**src/rtl/cache_mem_arbiter_pkg.sv**
```systemverilog
// Shared types for the I/D-cache to physical-memory arbiter: FSM states,
// grant owner and the round-robin pick used when both caches miss together.
package cache_mem_arbiter_pkg;

  localparam int LINE_W_DEF = 256;
  localparam int ADDR_W_DEF = 32;

  typedef enum logic [1:0] {
    IDLE    = 2'd0,
    SERVE_I = 2'd1,
    SERVE_D = 2'd2,
    DONE    = 2'd3
  } arb_state_t;

  typedef enum logic {
    GRANT_I = 1'b0,
    GRANT_D = 1'b1
  } arb_grant_t;

  // Contention goes to whichever side did not win last time.
  function automatic arb_grant_t rr_pick(input logic i_req, input logic d_req,
                                         input arb_grant_t last);
    arb_grant_t pick;
    if (i_req && d_req) begin
      pick = (last == GRANT_I) ? GRANT_D : GRANT_I;
    end else if (d_req) begin
      pick = GRANT_D;
    end else begin
      pick = GRANT_I;
    end
    return pick;
  endfunction

endpackage

```
**src/rtl/cache_mem_arbiter_if.sv**
```systemverilog
// Bundle of both cache miss ports and the cacheline adaptor port.
// The arbiter takes the slave view; its environment takes the master view.
interface cache_mem_arbiter_if
  import cache_mem_arbiter_pkg::*;
#(
  parameter int LINE_W = LINE_W_DEF,
  parameter int ADDR_W = ADDR_W_DEF
);
  logic              i_read;
  logic [ADDR_W-1:0] i_addr;
  logic [LINE_W-1:0] i_rdata;
  logic              i_resp;
  logic              d_read;
  logic              d_write;
  logic [ADDR_W-1:0] d_addr;
  logic [LINE_W-1:0] d_wdata;
  logic [LINE_W-1:0] d_rdata;
  logic              d_resp;
  logic              mem_read;
  logic              mem_write;
  logic [ADDR_W-1:0] mem_addr;
  logic [LINE_W-1:0] mem_wdata;
  logic [LINE_W-1:0] mem_rdata;
  logic              mem_resp;

  modport slave (
    input  i_read, i_addr, d_read, d_write, d_addr, d_wdata, mem_rdata, mem_resp,
    output i_rdata, i_resp, d_rdata, d_resp, mem_read, mem_write, mem_addr, mem_wdata
  );

  modport master (
    output i_read, i_addr, d_read, d_write, d_addr, d_wdata, mem_rdata, mem_resp,
    input  i_rdata, i_resp, d_rdata, d_resp, mem_read, mem_write, mem_addr, mem_wdata
  );
endinterface

```
**src/rtl/cache_mem_arbiter.sv**
```systemverilog
// Round-robin arbiter sharing one cacheline memory port between the I-cache
// and D-cache; one transaction at a time, with a DONE bubble after each.
module cache_mem_arbiter
  import cache_mem_arbiter_pkg::*;
#(
  parameter int LINE_W = LINE_W_DEF,
  parameter int ADDR_W = ADDR_W_DEF
)(
  input logic                clk,
  input logic                rst_n,
  cache_mem_arbiter_if.slave bus
);

  arb_state_t state_r;
  arb_state_t state_s;
  arb_grant_t last_grant_r;
  arb_grant_t last_grant_s;
  arb_grant_t pick_s;
  logic       d_req_s;

  assign d_req_s = bus.d_read | bus.d_write;
  assign pick_s  = rr_pick(bus.i_read, d_req_s, last_grant_r);

  // State and last-grant registers; reset abandons any in-flight transaction.
  always_ff @(posedge clk) begin
    if (!rst_n) begin
      state_r      <= IDLE;
      last_grant_r <= GRANT_I;
    end else begin
      state_r      <= state_s;
      last_grant_r <= last_grant_s;
    end
  end

  // Next-state: grant from IDLE, hold until mem_resp, one bubble in DONE.
  always_comb begin
    state_s      = state_r;
    last_grant_s = last_grant_r;
    case (state_r)
      IDLE: begin
        if (bus.i_read || d_req_s) begin
          last_grant_s = pick_s;
          state_s      = (pick_s == GRANT_D) ? SERVE_D : SERVE_I;
        end else begin
          state_s = IDLE;
        end
      end
      SERVE_I, SERVE_D: state_s = bus.mem_resp ? DONE : state_r;
      DONE:             state_s = IDLE;
      default:          state_s = IDLE;
    endcase
  end

  // Output muxes; the side not being served always sees zero data and no resp.
  always_comb begin
    bus.mem_read  = 1'b0;
    bus.mem_write = 1'b0;
    bus.mem_addr  = {ADDR_W{1'b0}};
    bus.mem_wdata = {LINE_W{1'b0}};
    bus.i_rdata   = {LINE_W{1'b0}};
    bus.i_resp    = 1'b0;
    bus.d_rdata   = {LINE_W{1'b0}};
    bus.d_resp    = 1'b0;
    case (state_r)
      SERVE_I: begin
        bus.mem_read = 1'b1;
        bus.mem_addr = bus.i_addr;
        bus.i_rdata  = bus.mem_rdata;
        bus.i_resp   = bus.mem_resp;
      end
      SERVE_D: begin
        // A simultaneous read and write from the D-cache resolves to the write.
        bus.mem_read  = bus.d_read & ~bus.d_write;
        bus.mem_write = bus.d_write;
        bus.mem_addr  = bus.d_addr;
        bus.mem_wdata = bus.d_wdata;
        bus.d_rdata   = bus.mem_rdata;
        bus.d_resp    = bus.mem_resp;
      end
      default: begin
        bus.mem_read = 1'b0;
      end
    endcase
  end

endmodule

```
**src/flat_wrapper.sv**
```systemverilog
// flat-port wrapper written by rule: the top's interface ports become plain ports
module cache_mem_arbiter_flat import cache_mem_arbiter_pkg::*;
#(
  parameter int LINE_W = LINE_W_DEF,
  parameter int ADDR_W = ADDR_W_DEF
)
  (clk, rst_n, bus_i_read, bus_i_addr, bus_d_read, bus_d_write, bus_d_addr, bus_d_wdata, bus_mem_rdata, bus_mem_resp, bus_i_rdata, bus_i_resp, bus_d_rdata, bus_d_resp, bus_mem_read, bus_mem_write, bus_mem_addr, bus_mem_wdata);
  cache_mem_arbiter_if #(.LINE_W(LINE_W), .ADDR_W(ADDR_W)) bus_i ();
  input logic clk;
  input logic rst_n;
  input wire logic [$bits(bus_i.i_read)-1:0] bus_i_read;
  input wire logic [$bits(bus_i.i_addr)-1:0] bus_i_addr;
  input wire logic [$bits(bus_i.d_read)-1:0] bus_d_read;
  input wire logic [$bits(bus_i.d_write)-1:0] bus_d_write;
  input wire logic [$bits(bus_i.d_addr)-1:0] bus_d_addr;
  input wire logic [$bits(bus_i.d_wdata)-1:0] bus_d_wdata;
  input wire logic [$bits(bus_i.mem_rdata)-1:0] bus_mem_rdata;
  input wire logic [$bits(bus_i.mem_resp)-1:0] bus_mem_resp;
  output wire logic [$bits(bus_i.i_rdata)-1:0] bus_i_rdata;
  output wire logic [$bits(bus_i.i_resp)-1:0] bus_i_resp;
  output wire logic [$bits(bus_i.d_rdata)-1:0] bus_d_rdata;
  output wire logic [$bits(bus_i.d_resp)-1:0] bus_d_resp;
  output wire logic [$bits(bus_i.mem_read)-1:0] bus_mem_read;
  output wire logic [$bits(bus_i.mem_write)-1:0] bus_mem_write;
  output wire logic [$bits(bus_i.mem_addr)-1:0] bus_mem_addr;
  output wire logic [$bits(bus_i.mem_wdata)-1:0] bus_mem_wdata;
  assign bus_i.i_read = bus_i_read;
  assign bus_i.i_addr = bus_i_addr;
  assign bus_i.d_read = bus_d_read;
  assign bus_i.d_write = bus_d_write;
  assign bus_i.d_addr = bus_d_addr;
  assign bus_i.d_wdata = bus_d_wdata;
  assign bus_i.mem_rdata = bus_mem_rdata;
  assign bus_i.mem_resp = bus_mem_resp;
  assign bus_i_rdata = bus_i.i_rdata;
  assign bus_i_resp = bus_i.i_resp;
  assign bus_d_rdata = bus_i.d_rdata;
  assign bus_d_resp = bus_i.d_resp;
  assign bus_mem_read = bus_i.mem_read;
  assign bus_mem_write = bus_i.mem_write;
  assign bus_mem_addr = bus_i.mem_addr;
  assign bus_mem_wdata = bus_i.mem_wdata;
  cache_mem_arbiter #(.LINE_W(LINE_W), .ADDR_W(ADDR_W)) u_core (.clk(clk), .rst_n(rst_n), .bus(bus_i));
endmodule
```
**config.mk**
```make
export PLATFORM = sky130hd
export DESIGN_NAME = cache_mem_arbiter_flat
export DESIGN_NICKNAME = d
export VERILOG_FILES = /design/src/rtl/cache_mem_arbiter_pkg.sv /design/src/rtl/cache_mem_arbiter_if.sv /design/src/rtl/cache_mem_arbiter.sv /design/src/flat_wrapper.sv
export SDC_FILE = /design/constraint.sdc
export NUM_CORES = 1
export LEC_CHECK = 0
export CAP_MARGIN = 40
export CORE_AREA = 2 2 541 543
export DETAILED_ROUTE_END_ITERATION = 10
export DIE_AREA = 0 0 543 545
export MAX_ROUTING_LAYER = met4
export PLACE_DENSITY_LB_ADDON = 0.12
export SLEW_MARGIN = 15
export SYNTH_ARGS = -nofsm -noshare
export SYNTH_HDL_FRONTEND = slang
export SYNTH_SLANG_ARGS = --single-unit
```
**constraint.sdc**
```tcl
create_clock -name clk -period 3.41 [get_ports clk]
set_input_delay 1.023 -clock clk [delete_from_list [all_inputs] [get_ports clk]]
set_output_delay 1.023 -clock clk [all_outputs]
set_load 0.01 [all_outputs]
```
## Word level (Yosys, flattened, before mapping)

Index checks and enable logic that the tools add are counted.

| cells by class | value |
|---|---|
| mux-type cells | 15 |
| bitwise logic cells | 3 |
| equality and inequality tests | 4 |
| reduce and logical (&&, ||, !) cells | 5 |

Operators with widths:

| kind | number |
|---|---|
| 256-bit 2-to-1 mux | 3 |
| 32-bit case mux with 2 select lines | 1 |
| 1-bit 2-to-1 mux | 6 |
| 2-bit 2-to-1 mux | 3 |
| 2-bit case mux with 3 select lines | 1 |
| 2-bit equality test, second input constant | 2 |
| 2-bit by 1-bit equality test with 1-bit output, second input constant | 1 |
| 2-bit logical NOT | 1 |
| 2-bit != test, second input constant | 1 |
| 1-bit case mux with 2 select lines | 1 |
| 2-bit AND reduction | 1 |
| 2-bit OR reduction | 1 |
| 1-bit bitwise AND | 1 |
| 1-bit logical AND | 1 |
| 1-bit logical OR | 1 |
| 1-bit inverter | 1 |
| 1-bit OR | 1 |

| word-level totals | value |
|---|---|
| input port bits | 582 |
| register bits | 3 |
| logic and storage cells | 29 |
| output and inout bits | 804 |

## Longest topological paths before layout

| logic depth | value |
|---|---|
| word-level depth | 6 |
| depth in mapped cells | 6 |
| depth with buffers taken out | 5 |

## Worst setup path after synthesis

No wires, ideal clock.

| path | value |
|---|---|
| path kind | input to output |
| start | in bus_d_write |
| end | out bus_mem_read |
| stages on the path | 2 |
| data required time | 2.387 ns |
| slack | 1.024 ns |
| arrival time | 1.363 ns |
| path through | and3b_1 > o21a_1 |

| between the ends | value |
|---|---|
| longest elaborated chain between the ends | 3 |

Ends and longest elaborated chain:

| what | RTL line | RTL |
|---|---|---|
| from (decl) | flat_wrapper.sv:14 | `input wire logic [$bits(bus_i.d_write)-1:0] bus_d_write;` |
| 1-bit inverter | cache_mem_arbiter.sv:73 | `bus.mem_read = bus.d_read & ~bus.d_write;` |
| 1-bit bitwise AND | cache_mem_arbiter.sv:73 |  |
| 1-bit case mux with 2 select lines | cache_mem_arbiter.sv:64 | `case (state_r)` |
| to (decl) | flat_wrapper.sv:23 | `output wire logic [$bits(bus_i.mem_read)-1:0] bus_mem_read;` |

Every way passes these cells.

## Worst setup path in the final report

| path | value |
|---|---|
| start | in bus_d_wdata[61] |
| end | out bus_mem_wdata[61] |

| between the ends | value |
|---|---|
| longest elaborated chain between the ends | 1 |

Ends and longest elaborated chain:

| what | RTL line | RTL |
|---|---|---|
| from (decl) | flat_wrapper.sv:16 | `input wire logic [$bits(bus_i.d_wdata)-1:0] bus_d_wdata;` |
| 256-bit 2-to-1 mux | cache_mem_arbiter.sv:64 |  |
| to (decl) | flat_wrapper.sv:26 | `output wire logic [$bits(bus_i.mem_wdata)-1:0] bus_mem_wdata;` |

Every way passes these cells.

==> results.md <==
- Clk pwr share: 1.1%
- Top FF cell, synth: dfxtp_1
- Root buf cell: clkbuf_16
- Number of CTS-inserted buffers: 3
- Slew Limit Headroom: 68.15%
- Area grow syn2layout: 359.0%
- Peak supply drop: 186.0 uV
- CP Launch Type: input pin
- Met1 usage: 12.89%
- Initial antenna violation count: 130
- Worst min path class: register to register
- CTS Buffer Depth: 2
- R2R Path End: u_core.state_r[1]
- Leak: 9.546 nW
- Psw: 8.229 mW
- RSZ-0062 raised after global routing: no
- Mapped Cells: 953
- Worst-path fanout max: 1
- GRT busiest layer: met2
- Design Area, Final: 0.02809 sq mm
- H-tree depth: 1
- Slowest stage delay, CP: 610 ps
- Top cells by area, synth: and2_1 79%, buf_6 4.4%, a22oi_1 3.9%
- Slew Limit Fails: 0
- Req. time, crit path: 2390 ps
- Non-filler cells, final: 6337
- WL/cell: 27.24 um
- CP Capture Type: primary output
- GP Congestion: 0.8659
- Flop pwr share: 0.4%
- Synth Cell Area: 0.006120 sq mm
- Area share of the largest cell type after synthesis: 78.82%
- Crit path top cell by count: clkdlybuf4s50_1
- CTS Hold Bufs: 0
- I/O Pins: 1386
- Ys async rst share: 0%
- Launch point of the worst reg-to-reg path: u_core.state_r[1]
- Max Clock Skew: 1.006 ps
- Synth Area in Compound Gates: 4.825%
- Post-Syn Nets: 1539
- Mux cell area share after synthesis: 0%
- Cells after DPL: 6247
- Multi-input logic area: 0.005439 sq mm
- Worst Hold Path EP: u_core.last_grant_r
- Hold-critical path depth: 2
- TNS Setup: 0 ps
- Worst skew pair latency: 220 ps
- # setup viols final: 0
- Critical-path top delay cell: clkdlybuf4s50_1
- Aggregate routed wire length: 172600 um
- Leading area contributor after synthesis: and2_1
- Min Tclk post-route: 3403 ps
- PD cells: 596.6 mW/mm^2
- Post-synth EDFFs: 0
- DR pass1 iterations: 4
- Met2 usage: 17.23%
- #FFs+latches synth: 3
- Tcrit/Tclk final: 99.79%
- Final Power: 16.76 mW
- Clock slew at reported path FFs: 30 ps
- Routed Antenna Nets: 0
- Routed vias: 12720
- Hpwl dp: 162500 um
- CTS tree: built
- DRC viols: 0
- Syn avg cell area: 6.421 sq um
- Pin count of the biggest net entering global routing: 71
- Via/cell ratio: 2.007
- Reg area: 60.06 sq um
- WP data arrival: 2380 ps
- Starting Density: 2.109%
- Share of the yosys chip area belonging to registers: 0.9814%
- GRT Total Usage: 11.37%
- Combinational Power Share: 98.4%
- Global-route wire length before repair: 200600 um
- Grt ovf: 0
- Sw frac: 49.11%
- Share of cells above drive strength 1: 16.53%
- Vias in the first global route: 13530
- Iter 0 DRT Violations: 543
- Largest family of logic cells by synthesized area: simple AND/OR/NAND/NOR gates
- Slew at the pin closest to its max-slew limit: 477.8 ps
- P_int: 8.527 mW
- Die Ht: 545 um
- Fill count: 33690
- Run status: complete, no violations
- Adder-Cell Fraction of Synth Area: 0.8178%
- Post-synth top cells: 771 x and2_1, 45 x clkbuf_2, 32 x a22oi_1, 32 x nor2b_1, 24 x buf_6
- Simple-gate portion of the synthesized area: 82.68%
- Die area: 0.2959 sq mm
- HP Start: u_core.last_grant_r
- Yosys Warn Count: 0
- Nets: 2946
- Reg2Reg Depth: 5
- CP cell instances: clkdlybuf4s50_1 > and2_1 > clkdlybuf4s50_1
- Max Cap Violations: 0
- Clk sinks: 3
- Post-Synth XOR/XNOR Area: 0%
- Final hold vios: 0
- Cell Area, Placed: 0.02765 sq mm
- Die Wd: 543 um
- Core box area: 0.2901 sq mm
- R2R Setup Slk: 1600 ps
- WS Path Type: input pin to primary output
- GRT met3 Usage: 7.672%
- Fmax: 0.2939 GHz
- FP Rows: 198
- Count leader, synth: and2_1
- Number of port buffers: 1385
- Cell variety after synth: 24
==> per-stage QoR <==
| step | hold slack (ps) | util, % | setup slack [ps] |
|---|---|---|---|
| floorplan | 502.6 | - | 1024 |
| global placement | 542.1 | 9.532 | -286.8 |
| detailed placement | 545.3 | 9.532 | -247.6 |
| CTS | 552.4 | 9.605 | 4.472 |
| global route | 604.1 | 9.674 | 3.470 |
| finish | 557.1 | 9.682 | 7.315 |
==> flip-flops by register name (all words and copies together), names as in the netlist <==
name                 cells
u_core.state_r           2
u_core.last_grant_r      1
==> cells in the final DEF (no fill, tap or decap), drive strengths merged <==
cell type | synthesis | layout
nor2 | 1 | 1
a22oi | 32 | 32
and3b | 1 | 1
o21ai | 2 | 2
buf | 41 | 375
and2 | 771 | 771
a21oi | 1 | 1
and3 | 1 | 1
a21boi | 1 | 1
a31oi | 1 | 1
nand3 | 1 | 1
dlygate4sd2 | 0 | 24
clkdlybuf4s50 | 0 | 1091
clkbuf | 54 | 4
o21bai | 1 | 1
ha | 4 | 4
diode | 0 | 78
o21a | 1 | 1
nor2b | 32 | 32
dfxtp | 3 | 3
dlymetal6s2s | 0 | 6
o221a | 1 | 1
bufbuf | 0 | 1
nand2b | 2 | 2
inv | 2 | 2
==> cell type report <==
type	count	share of cell area, %
clock buffers	4	0.2806
repair buffers	1497	62.05
diodes	78	0.6949
well taps	3900	17.37
inverters	2	0.02673
flip-flops and latches	3	0.2138
multi-input cells	853	19.36
==> routing by layer <==
metal  share of wire (%)  up-vias
li1                    -     5806
met1                  41     5826
met2                  43     1011
met3                  15       77
met4                0.55        0
met5                   0        -
==> critical path: cells and delay by family <==
kind	cells	cell delay (ps)
buffers and inverters	2	1060
AND/OR/NAND/NOR	1	290
==> power groups by stage <==
stage / sequential, mW / clock (mW) / combinational, mW
after detailed placement: 0.0730 / 0 / 17.0
after floorplan: 0.0633 / 0 / 4.70
after global placement: 0.0732 / 0 / 17.1
final: 0.0729 / 0.187 / 16.5
after CTS: 0.0726 / 0.189 / 17.3
after global routing: 0.0767 / 0.191 / 17.7
==> repair_timing <==
action	CTS	global route
setup buffers	5	1
setup endpoints to repair	89	64
cloned	2	0
gates resized for setup	34	11
==> cell families after synthesis <==
family / after synthesis
compound gates: 40
fa+ha+maj: 4
buf+inv: 97
flops: 3
simple gates: 809
==> how the worst max path moves through the flow <==
| stage | startpoint | end | cells past startpoint | slack, ps |
|---|---|---|---|---|
| finish | bus_d_wdata[61] | bus_mem_wdata[61] | 3 | 7 |
| global route | u_core.state_r[0] | bus_mem_wdata[113] | 8 | 3 |
| CTS | bus_mem_rdata[53] | bus_d_rdata[53] | 3 | 4 |
| global placement | bus_d_write | bus_mem_read | 4 | -290 |
| detailed placement | bus_d_write | bus_mem_read | 4 | -250 |
| floorplan | bus_d_write | bus_mem_read | 2 | 1020 |
(Power assumes the default switching activity.)
==> RTL edit (config.mk and constraints unchanged) <==
Make the reset (`rst_n`) asynchronous in one clocked block.
--- a/src/rtl/cache_mem_arbiter.sv
+++ b/src/rtl/cache_mem_arbiter.sv
@@ -22,7 +22,7 @@
   assign pick_s  = rr_pick(bus.i_read, d_req_s, last_grant_r);
 
   // State and last-grant registers; reset abandons any in-flight transaction.
-  always_ff @(posedge clk) begin
+  always_ff @(posedge clk or negedge rst_n) begin
     if (!rst_n) begin
       state_r      <= IDLE;
       last_grant_r <= GRANT_I;
Check against the original RTL: not equivalent (Yosys sat finds a counterexample within 4 cycles, from zero or initial values and one cycle with rst_n low; the reset may be asserted at any time).
==> RTL edit against the original RTL <==
The run now ends with negative setup slack left. Worst setup slack worse by 0.022 ns. Power is 15% higher. Routed wire length is 11% higher. Final area is 2.8% higher. Clock skew is 0.0023 ns higher. Sequential cell count stayed put. Synthesized area is 0.25% higher.
==> RTL edit: results <==
yosys:
  synth_nets: 1540
  async_flop_share: 1.00
  ys.flop_type: "dfrtp_1"
  synthCells: 954
  synth_seq_area_share: 0.0122
  synthTopCellsByArea: "and2_1, buf_6, a22oi_1, clkbuf_2, nor2b_1"
  synth_common_cells: "and2_1, clkbuf_2, a22oi_1, nor2b_1, buf_6"
  ys_types: 24
worst_setup_path:
  slowest_delay_ns: 0.59
  critPathTopFamily: "buffers and inverters"
  worstSetupStartpointType: "register"
  crit_path_max_fanout: 39
  crit_arrival_ns: 2.40
  cpMaxStageDelayCell: "clkdlybuf4s50_1"
final_layout:
  reg_top3: "u_core.state_r: 2 flops, u_core.last_grant_r: 1 flops"
  fin_nets: 2952
  drive_gt1_frac: 0.216
global_route:
  grt_use_met2: 0.188
  grt_max_degree: 69
  grt_pass1_vias: 13900
  antenna_found_initial: 146
  use_met3: 0.0916
  grt_util_all_layers: 0.126
  grt_pass1_wl_um: 220000
  grt_use_met1: 0.141
sta:
  setup_violations: 1
  final.setup.tns_ns: -0.0148
  worst_slack_ns: -0.0148
  fin_worst_skew_ns: 0.00327
  tightest_slew_ns: 0.567
place:
  hpwl_um: 183000
  placed_area_um2: 28500
  dp_cells: 6254
  portBuffers: 1385
  pre_cts_slack_ns: -0.197
  place_congestion: 0.887
cts:
  cts_resized: 13
  htree_levels: 1
  clk-insertion-delay-late_ns: 0.22
  clockRootBuffer: "clkbuf_16"
  post_cts_buffers: 2
  cts.reportedPaths.clkPinSlew_ns: 0.03
  clockBufferDepth: 2
  cts-buffers-inserted: 3
routing:
  first_pass_iters: 4
  wire_per_inst_um: 30.3
  first_iter_violations: 453
  vias: 13100
  vias_per_cell: 2.06
hold_path:
  hold_path.class: "register to register"
run:
  cap_viol_max_count: 0
power_and_ir_drop:
  netSwitchingPower_w: 0.00962
  cellLeakagePower_nw: 10.1
  irDropWorstVdd_mv: 0.279
status:
  violations: "negative setup slack"
  status: "finished with violations"
-- RTL edit: kinds of logic after synthesis --
group	synth area share
buf+inv	0.107
compound gates	0.0492
fa+ha+maj	0.00816
simple gates	0.824
flops	0.0122
-- RTL edit: power groups by stage --
stage	combinational, W	clock [W]	sequential (W)
after global placement	0.0199	0	0.0000762
after detailed placement	0.0197	0	0.0000739
after global routing	0.0204	0.000190	0.0000770
after floorplan	0.00498	0	0.0000691
after CTS	0.0198	0.000187	0.0000743
final	0.0190	0.000184	0.0000741
-- RTL edit: worst reg2reg max path: stages, from the launching register on --
cell and delay, ns:
dfrtp_1 0.42, inv_1 0.12, ha_1 0.34, buf_12 0.18, a21boi_0 0.14, o22a_1 0.21
-- RTL edit: cell type report --
| type | count | area (um2) |
|---|---|---|
| repair buffers | 1502 | 18200 |
| clock buffers | 4 | 78.8 |
| flip-flops and latches | 3 | 75.1 |
| fillers | 33600 | 261000 |
| diodes | 65 | 163 |
| inverters | 2 | 7.51 |
| well taps | 3900 | 4880 |
| multi-input cells | 854 | 5460 |
-- RTL edit: worst paths after layout --
path                       cells after the start             endpoint           startpoint  slack (ns)
max                                            7    bus_mem_wdata[35]    u_core.state_r[0]       -0.01
min                                            1  u_core.last_grant_r  u_core.last_grant_r        0.52
max reg2reg                                    5    u_core.state_r[1]    u_core.state_r[1]        1.89
min reg2reg                                    1  u_core.last_grant_r  u_core.last_grant_r        0.52
max in group asynchronous                      1    u_core.state_r[0]                rst_n        2.26
min in group asynchronous                      1    u_core.state_r[1]                rst_n        1.00
-- RTL edit: metal layers --
metal	wire, um	vias up	part of all wire
li1	-	5813	-
met5	0	-	0
met1	75900	6020	0.40
met4	2000	0	0.010
met2	80900	1085	0.42
met3	32900	142	0.17
